$ cat src/rtl/dma_pkg.sv
// rtl/dma_pkg.sv - shared types and defaults for the DMA timing control block
//
// Contents:
//   NUM_CH_DEF / ADDR_W_DEF  default channel count and transfer address width
//   dma_state_e              one-hot timing state (SI, S0, S1, S2, S3, SW, S4)
//   xfer_type_e              per-channel transfer type encoding

package dma_pkg;

    localparam int NUM_CH_DEF = 4;
    localparam int ADDR_W_DEF = 16;

    typedef enum logic [6:0] {
        ST_SI = 7'b000_0001,
        ST_S0 = 7'b000_0010,
        ST_S1 = 7'b000_0100,
        ST_S2 = 7'b000_1000,
        ST_S3 = 7'b001_0000,
        ST_SW = 7'b010_0000,
        ST_S4 = 7'b100_0000
    } dma_state_e;

    // Reserved (11) deliberately decodes as neither read nor write, so it
    // behaves as a verify cycle everywhere the type is used.
    typedef enum logic [1:0] {
        XT_VERIFY = 2'b00,
        XT_WRITE  = 2'b01,
        XT_READ   = 2'b10,
        XT_RSVD   = 2'b11
    } xfer_type_e;

endpackage

$ cat src/rtl/dma_priority_enc.sv
// rtl/dma_priority_enc.sv - fixed-priority request encoder, bit 0 highest
//
// Ports:
//   req    in   NUM_CH  qualified request vector
//   idx    out  IDX_W   index of the lowest-numbered set request
//   valid  out  1       at least one request is set

module dma_priority_enc #(
    parameter int NUM_CH = 4,
    parameter int IDX_W  = 2
) (
    input  logic [NUM_CH-1:0] req,
    output logic [IDX_W-1:0]  idx,
    output logic              valid
);

    // Scan from the top down so the lowest set bit is the last to win.
    always_comb begin
        idx   = '0;
        valid = 1'b0;
        for (int i = NUM_CH - 1; i >= 0; i--) begin
            if (req[i]) begin
                idx   = IDX_W'(i);
                valid = 1'b1;
            end
        end
    end

endmodule

$ cat src/rtl/dma_timing_control.sv
// rtl/dma_timing_control.sv - single-transfer DMA bus timing state machine
//
// Build option: DMA_EXT_WRITE_EN - when defined the write strobe starts in S2
// (extended write); otherwise it starts in S3.
//
// Ports:
//   clock, reset               system clock, synchronous active-high reset
//   dreq, ch_mask              per-channel request and mask
//   ch_type                    per-channel transfer type (dma_pkg::xfer_type_e)
//   cur_addr, cur_count        per-channel address / word count from registers
//   hlda, ready                hold acknowledge, bus ready (low = wait state)
//   hrq, aen, adstb            hold request, address enable, upper-address strobe
//   db_addr_hi, addr_lo        address[15:8] on the data bus in S1, address[7:0]
//   dack                       one-hot acknowledge of the serviced channel
//   nmemr, nmemw, nior, niow   active-low bus strobes
//   upd_valid, upd_ch          one-cycle address/count step request and channel
//   tc, neop                   terminal-count pulse and active-low end of process

module dma_timing_control
    import dma_pkg::*;
#(
    parameter int NUM_CH = NUM_CH_DEF,
    parameter int ADDR_W = ADDR_W_DEF
) (
    input  logic                           clock,
    input  logic                           reset,
    input  logic [NUM_CH-1:0]              dreq,
    input  logic [NUM_CH-1:0]              ch_mask,
    input  logic [NUM_CH-1:0][1:0]         ch_type,
    input  logic [NUM_CH-1:0][ADDR_W-1:0]  cur_addr,
    input  logic [NUM_CH-1:0][15:0]        cur_count,
    input  logic                           hlda,
    input  logic                           ready,
    output logic                           hrq,
    output logic                           aen,
    output logic                           adstb,
    output logic [7:0]                     db_addr_hi,
    output logic [7:0]                     addr_lo,
    output logic [NUM_CH-1:0]              dack,
    output logic                           nmemr,
    output logic                           nmemw,
    output logic                           nior,
    output logic                           niow,
    output logic                           upd_valid,
    output logic [1:0]                     upd_ch,
    output logic                           tc,
    output logic                           neop
);

    localparam int CH_W = (NUM_CH > 1) ? $clog2(NUM_CH) : 1;

    dma_state_e          state;
    dma_state_e          state_nxt;
    logic [CH_W-1:0]     lat_ch;
    xfer_type_e          lat_type;
    logic [ADDR_W-1:0]   lat_addr;
    logic [15:0]         lat_count;

    logic [NUM_CH-1:0]   req_q;
    logic [CH_W-1:0]     req_idx;
    logic                req_valid;

    assign req_q = dreq & ~ch_mask;

    dma_priority_enc #(
        .NUM_CH (NUM_CH),
        .IDX_W  (CH_W)
    ) u_prio (
        .req    (req_q),
        .idx    (req_idx),
        .valid  (req_valid)
    );

    // Channel parameters are captured once at grant so later dreq or
    // register changes cannot disturb the transfer in flight.
    always_ff @(posedge clock) begin
        if (reset) begin
            state     <= ST_SI;
            lat_ch    <= '0;
            lat_type  <= XT_VERIFY;
            lat_addr  <= '0;
            lat_count <= '0;
        end else begin
            state <= state_nxt;
            if (state == ST_S0 && hlda && req_valid) begin
                lat_ch    <= req_idx;
                lat_type  <= xfer_type_e'(ch_type[req_idx]);
                lat_addr  <= cur_addr[req_idx];
                lat_count <= cur_count[req_idx];
            end
        end
    end

    // Losing hlda anywhere between S1 and SW abandons the cycle before S4,
    // so neither the register update nor terminal count is signalled.
    always_comb begin
        state_nxt = state;
        case (state)
            ST_SI: state_nxt = req_valid ? ST_S0 : ST_SI;
            ST_S0: begin
                if (hlda) begin
                    state_nxt = req_valid ? ST_S1 : ST_SI;
                end
            end
            ST_S1: state_nxt = hlda ? ST_S2 : ST_SI;
            ST_S2: state_nxt = hlda ? ST_S3 : ST_SI;
            ST_S3: begin
                if (!hlda) begin
                    state_nxt = ST_SI;
                end else begin
                    state_nxt = ready ? ST_S4 : ST_SW;
                end
            end
            ST_SW: begin
                if (!hlda) begin
                    state_nxt = ST_SI;
                end else if (ready) begin
                    state_nxt = ST_S4;
                end
            end
            ST_S4:   state_nxt = ST_SI;
            default: state_nxt = ST_SI;
        endcase
    end

    logic [15:0] addr_ext;
    logic        addr_phase;
    logic        dack_phase;
    logic        rd_phase;
    logic        wr_phase;
    logic        is_read;
    logic        is_write;

    assign addr_ext   = 16'(lat_addr);
    assign addr_phase = (state == ST_S1) || (state == ST_S2) || (state == ST_S3) ||
                        (state == ST_SW) || (state == ST_S4);
    assign dack_phase = (state == ST_S2) || (state == ST_S3) ||
                        (state == ST_SW) || (state == ST_S4);
    assign rd_phase   = (state == ST_S2) || (state == ST_S3) || (state == ST_SW);
`ifdef DMA_EXT_WRITE_EN
    assign wr_phase   = (state == ST_S2) || (state == ST_S3) || (state == ST_SW);
`else
    assign wr_phase   = (state == ST_S3) || (state == ST_SW);
`endif
    assign is_read    = (lat_type == XT_READ);
    assign is_write   = (lat_type == XT_WRITE);

    always_comb begin
        hrq        = (state != ST_SI);
        aen        = addr_phase;
        adstb      = (state == ST_S1);
        db_addr_hi = (state == ST_S1) ? addr_ext[15:8] : 8'h00;
        addr_lo    = addr_phase ? addr_ext[7:0] : 8'h00;
        dack       = dack_phase ? (NUM_CH'(1) << lat_ch) : '0;
        // Read type moves memory to I/O: memory read then I/O write.
        nmemr      = !(rd_phase && is_read);
        niow       = !(wr_phase && is_read);
        nior       = !(rd_phase && is_write);
        nmemw      = !(wr_phase && is_write);
        upd_valid  = (state == ST_S4);
        upd_ch     = (state == ST_S4) ? 2'(lat_ch) : 2'd0;
        tc         = (state == ST_S4) && (lat_count == 16'h0000);
        neop       = !tc;
    end

endmodule
$ cat config.mk
export PLATFORM = sky130hd
export DESIGN_NAME = dma_timing_control
export DESIGN_NICKNAME = d
export VERILOG_FILES = /design/src/rtl/dma_pkg.sv /design/src/rtl/dma_priority_enc.sv /design/src/rtl/dma_timing_control.sv
export SDC_FILE = /design/constraint.sdc
export NUM_CORES = 1
export LEC_CHECK = 0
export CORE_UTILIZATION = 40
export DETAILED_ROUTE_END_ITERATION = 10
export HOLD_SLACK_MARGIN = 0.03
export PLACE_DENSITY = 0.9
export SETUP_SLACK_MARGIN = 0.2
export SYNTH_ARGS = -nofsm -noshare
export SYNTH_HDL_FRONTEND = slang
export SYNTH_SLANG_ARGS = --single-unit
$ cat constraint.sdc
create_clock -name clock -period 3 [get_ports clock]
set_clock_uncertainty 0.2 [all_clocks]
set_input_delay 0.6 -clock clock [delete_from_list [all_inputs] [get_ports clock]]
set_output_delay 0.6 -clock clock [all_outputs]
set_load 0.1 [all_outputs]
; ---- After elaboration in Yosys (flattened, before gate mapping)
; Cells that the tools add are included.
[classes]
n_addsub = 0
bitwise_logic = 2
n_reduce_logical = 22
eq_ne = 12
order_cmp = 1
muxes = 28
n_mul = 0
div_mod_pow = 0
shift = 1
[ops]
columns = operator, n
row1 = 16-bit binary-select mux with 2-bit select, 2
row2 = 7-bit case mux with 6 select lines, 1
row3 = 7-bit two-way mux, 5
row4 = 16-bit two-way mux, 2
row5 = 16-bit zero test, 1
row6 = 8-bit two-way mux, 2
row7 = 2-bit two-way mux, 7
row8 = 1-bit logical OR, 8
row9 = 4-bit two-way mux, 2
row10 = "7-bit by 1-bit equality test with 1-bit output, second input constant", 1
row11 = "7-bit by 2-bit equality test with 1-bit output, second input constant", 1
row12 = "7-bit by 3-bit equality test with 1-bit output, second input constant", 1
row13 = "7-bit by 4-bit equality test with 1-bit output, second input constant", 1
row14 = "7-bit by 5-bit equality test with 1-bit output, second input constant", 1
row15 = "7-bit by 6-bit equality test with 1-bit output, second input constant", 1
row16 = "7-bit equality test, second input constant", 1
row17 = 1-bit logical AND, 7
row18 = "7-bit by 1-bit != test with 1-bit output, second input constant", 1
row19 = 1-bit zero test, 5
row20 = 5-bit two-way mux, 1
row21 = 4-bit AND, 1
row22 = 2-bit binary-select mux with 2-bit select, 1
row23 = 1-bit two-way mux, 4
row24 = 4-bit inverter, 1
row25 = other kinds (8), 8
[word_totals]
mem_bits_rw = 0
elab_cells = 71
mem_count = 0
latchBits = 0
reg_bits = 43
romBits = 0

; ---- Longest topological paths before layout
[logic_depth]
depth_word = 9
ltp_mapped = 7
ltp_nobuf = 4

; ---- Hierarchy
; A second synthesis with hierarchy kept.
[hier_totals]
cells_unflattened = 260
area_unflattened_um2 = 2785.2
[by_module_without_submodules]
columns = mod, seq_area_each_um2, area_each_um2, instances, cells_each
row1 = dma_timing_control, 860.8, 2750.1, 1, 253
row2 = dma_priority_enc, 0.0, 35.0, 1, 7

; ---- Least setup slack after synthesis
; No wires, ideal clock.
[synth_path]
path_type = register to output
start = register state[4]
end = output port aen
path_stages_with_launch = 5
path_slack_ns = -1.015
path_buffers = 0
arrival_time_ns = 3.215
required_ns = 2.200
cell_sequence = dfxtp_1 or3b_1 o211ai_1 a31oi_1 nor3_1
[synth_between]
elab_chain_cells = 5
elab_cells_between_ends = 9
classes_between = eq/ne: 5 / reduce/logical: 4
[synth_rtl]
columns = element, line
row1 = "start, declared", dma_timing_control.sv:52  ; dma_state_e state;
row2 = "start signal, assigned", dma_timing_control.sv:84  ; state <= state_nxt;
row3 = 7-bit by 3-bit equality test with 1-bit output / 7-bit by 4-bit equality test with 1-bit output (equally long branches), dma_timing_control.sv:135  ; assign addr_phase = (state == ST_S1) || (state == ST_S2) || (state == ST_S3) ||
row4 = 1-bit logical OR (3 in a row), dma_timing_control.sv:135
row5 = 1-bit logical OR *, dma_timing_control.sv:136  ; (state == ST_SW) || (state == ST_S4);
row6 = "end, declared", dma_timing_control.sv:35  ; output logic aen,
; Every way passes the cells marked *; elsewhere a longest branch is shown, timed or not.

; ---- Worst setup path in the final report
[layout_path]
start = register state[5]
end = output port aen
; The elaborated chain is that of the path after synthesis.

==> results.yml <==
run_status:
  run_status: "complete, no violations"
synthesis:
  leading_post_synthesis_cells_by_cell_area: "dfxtp_1, a32o_1, a221o_1"
  yosys_synthesis_warning_count: 0
  postSynthAreaPerCell_um2: 8.68
  syn-instance-count: 322
  yosys_register_bits: 43
  synthFlopType: "dfxtp_1"
  synth_enable_flop_cells: 0
  synth_top_family_by_area: "compound AO/OA/AOI/OAI gates"
  synth.most_common_cell: "dfxtp_1"
  yosysTopAreaCellShare_pct: 30.8
  synth_top_cells_by_count: "dfxtp_1, nand2b_1, a32o_1"
  post_synth_adder_cell_area_pct: 0
  synth_sequential_area_ratio_pct: 30.8
  ys_async_sr_fraction_pct: 0
  syn_nets: 470
  synth_compound_gate_area_share_pct: 37.2
  mux_cell_area_share_after_synthesis_pct: 0
  netlist.top_cell.by_area: "dfxtp_1"
  synth_simple_gate_area_share_pct: 25.6
  synth_xor_xnor_area_share_pct: 0.627
  netlist_area_um2: 2800
  post_synth_num_cell_types: 44
clock_network:
  worstSkewPairLatency_ns: 0.29
  cts.htree.levels: 2
  clockRootBuffer: "clkbuf_8"
  tritoncts: "built"
  ctsLongestPathBuffers: 2
  cts_hold_buf: 0
  clk_pin_slew_ns: 0.09
  tritoncts_buffers: 5
  clkSinkCount: 43
worst_setup_path:
  terminus_of_the_critical_flop_to_flop_path: "lat_type[1]"
  crit_slowest_cell: "or3b_1"
  worstPathCellList: "or3b_1 > o211ai_1 > buf_4 > a31oi_4 > nor3_4 > buf_12"
  critPathMaxFanout: 6
  worst-endpoint-arrival_ns: 2.04
  timing.setup.critical_path_class: "flip-flop to output pin"
  worstSetupStartpointType: "flip-flop"
  critical-path-top-delay-family: "simple AND/OR/NAND/NOR gates"
  cp_num_buf_inv: 2
  timing.reg2reg.setup_slack_ns: 1.07
  critical_path.reg2reg.startpoint: "state[1]"
  worstSetupEndpointType: "output pin"
  cp.required_ns: 2.20
  worstRegToRegCells: 5
  slowest_delay_ns: 0.39
routing:
  firstDrtPassIters: 5
  wl_mm: 10.7
  vias_per_cell: 5.95
  routed-via-count: 3455
  drt_drc_violations_left: 0
  initial_drc_count: 143
  wire_per_inst_um: 18.4
  detail-route-antenna-nets: 0
layout:
  diode_count: 0
  design.final.nets: 648
  final_core_utilization_pct: 77.5
  growth_of_design_area_from_synthesis_to_finish_pct: 87.3
  share_of_final_layout_standard_cells_stronger_than_drive_strength_1_pct: 20.2
floorplanning:
  core_um2: 6760
  rows: 30
  chipWidth_um: 85.6
  io_pins: 180
  floorplan.die.height_um: 85.6
  floorplan.die_area_um2: 7330
  floorplan.initialDensity_pct: 41.4
global_route:
  grt_pass1_vias: 3461
  grt-ovfl-total: 0
  pin_count_of_the_biggest_net_entering_global_routing: 35
  grt_total_usage_pct: 28.3
  antenna_found_initial: 0
  grt_pass1_wl_mm: 16.4
pwr:
  swShare_pct: 28.0
  leakage_nw: 1.88
  clock_power_share_pct: 28.5
  cell_internal_pwr_mw: 1.05
  power_per_cell_area_nw_per_um2: 279
  max-vdd-ir-drop_v: 0.000254
  p_switching_mw: 0.409
  power_frac_seq_pct: 40.7
  power_frac_comb_pct: 30.7
hold_path:
  hold_path_depth: 1
  hold_path_class: "flip-flop to flip-flop"
  whs_endpoint: "addr_ext[11]"
  hold_path_startpoint: "addr_ext[11]"
sta:
  worst-slew-pin-transition_ns: 0.670
  setup-violations-final: 0
  finalCritPeriodShare_pct: 94.7
  timing.slew.headroom_pct: 55.2
  max_freq_mhz: 352
  rsz_0062_raised_after_global_routing: "yes"
  period_minus_slack_ns: 2.84
  final_hold_violation_count: 0
  fin_setup_tns_ns: 0
  slew_violations: 0
placed_design:
  buffer_ports.inserted: 179
  place.gp.congestion: 0.905
  place_hpwl_mm: 8.03
flow_run:
  maxCapViolations: 0
metrics by stage:
stage | power, mW | worst slack, ns | hold slack (ns) | cell area [um^2] | std cells
global route | 1.52 | 0.110 | 0.276 | 5240 | 581
detailed placement | 1.05 | 0.279 | 0.247 | 5010 | 569
CTS | 1.46 | 0.167 | 0.267 | 5170 | 580
floorplan | 0.796 | -0.0995 | 0.234 | 2880 | 322
finish | 1.46 | 0.159 | 0.262 | 5240 | 581
global placement | 1.04 | 0.365 | 0.240 | 5010 | 569
power by group through the flow:
stage                     combinational, mW  clock, mW  sequential (mW)
after floorplan                       0.190          0            0.606
after global placement                0.433          0            0.609
after detailed placement              0.441          0            0.610
after CTS                             0.444      0.423            0.595
after global routing                  0.475      0.451            0.597
final                                 0.449      0.417            0.595
worst max-delay path by stage:
| stage | slack (ns) | from | cells past startpoint | end |
|---|---|---|---|---|
| finish | 0.16 | state[5] | 6 | aen |
| global route | 0.11 | state[4] | 6 | aen |
| CTS | 0.17 | state[5] | 6 | addr_lo[2] |
| detailed placement | 0.28 | state[5] | 5 | addr_lo[3] |
| global placement | 0.37 | state[5] | 5 | addr_lo[7] |
| floorplan | -0.1 | state[4] | 4 | dack[0] |
kinds of logic after synthesis:
kind of cell | count (synthesis)
simple gates | 122
xor+xnor | 2
flops | 43
compound gates | 121
buf+inv | 34
timing repair:
action,in CTS,in global routing
endpoints found under the setup margin,15,25
buffers inserted,2,1
pin swaps,3,3
gates resized for setup,8,12
cloned,1,0
final cells by class:
type / instances / area, um^2
sequential: 43 / 871
fill: 444 / 1520
tap: 80 / 100
inverter: 8 / 33.8
clock buffer: 7 / 96.3
timing repair buffer: 196 / 2180
clock inverter: 1 / 7.51
multi-input combinational: 246 / 1950
cell usage in the layout, fill, tap and decap left out, drive strengths merged, types with 2 or more instances in the layout:
| master | n |
|---|---|
| and4 | 3 |
| buf | 49 |
| nand2 | 15 |
| nand3b | 2 |
| a221oi | 5 |
| o21a | 29 |
| a21oi | 4 |
| nor2 | 14 |
| a31oi | 2 |
| and3 | 2 |
| clkdlybuf4s50 | 147 |
| nand3 | 3 |
| a32o | 30 |
| nor4 | 5 |
| a221o | 29 |
| inv | 7 |
| nor3 | 12 |
| or3b | 3 |
| and2 | 10 |
| nor2b | 10 |
| nand4 | 3 |
| nand2b | 34 |
| or3 | 3 |
| clkinvlp | 2 |
| o21ai | 6 |
| clkbuf | 7 |
| o211ai | 7 |
| dfxtp | 43 |
| o31ai | 5 |
state kept, by name, summed over array words and instances (netlist names):
register / count
lat_count: 16
state: 7
lat_type: 2
addr_ext: 16
lat_ch: 2
metal layers:
layer  GRT usage [%]  vias to the layer above  wire length, um
li1                -                     1624                -
met1            32.5                     1612             4120
met2            51.3                      197             5540
met3            6.16                       22              769
met4            10.8                        0              252
met5               0                        -                0
Power figures use the tool's default switching activity.
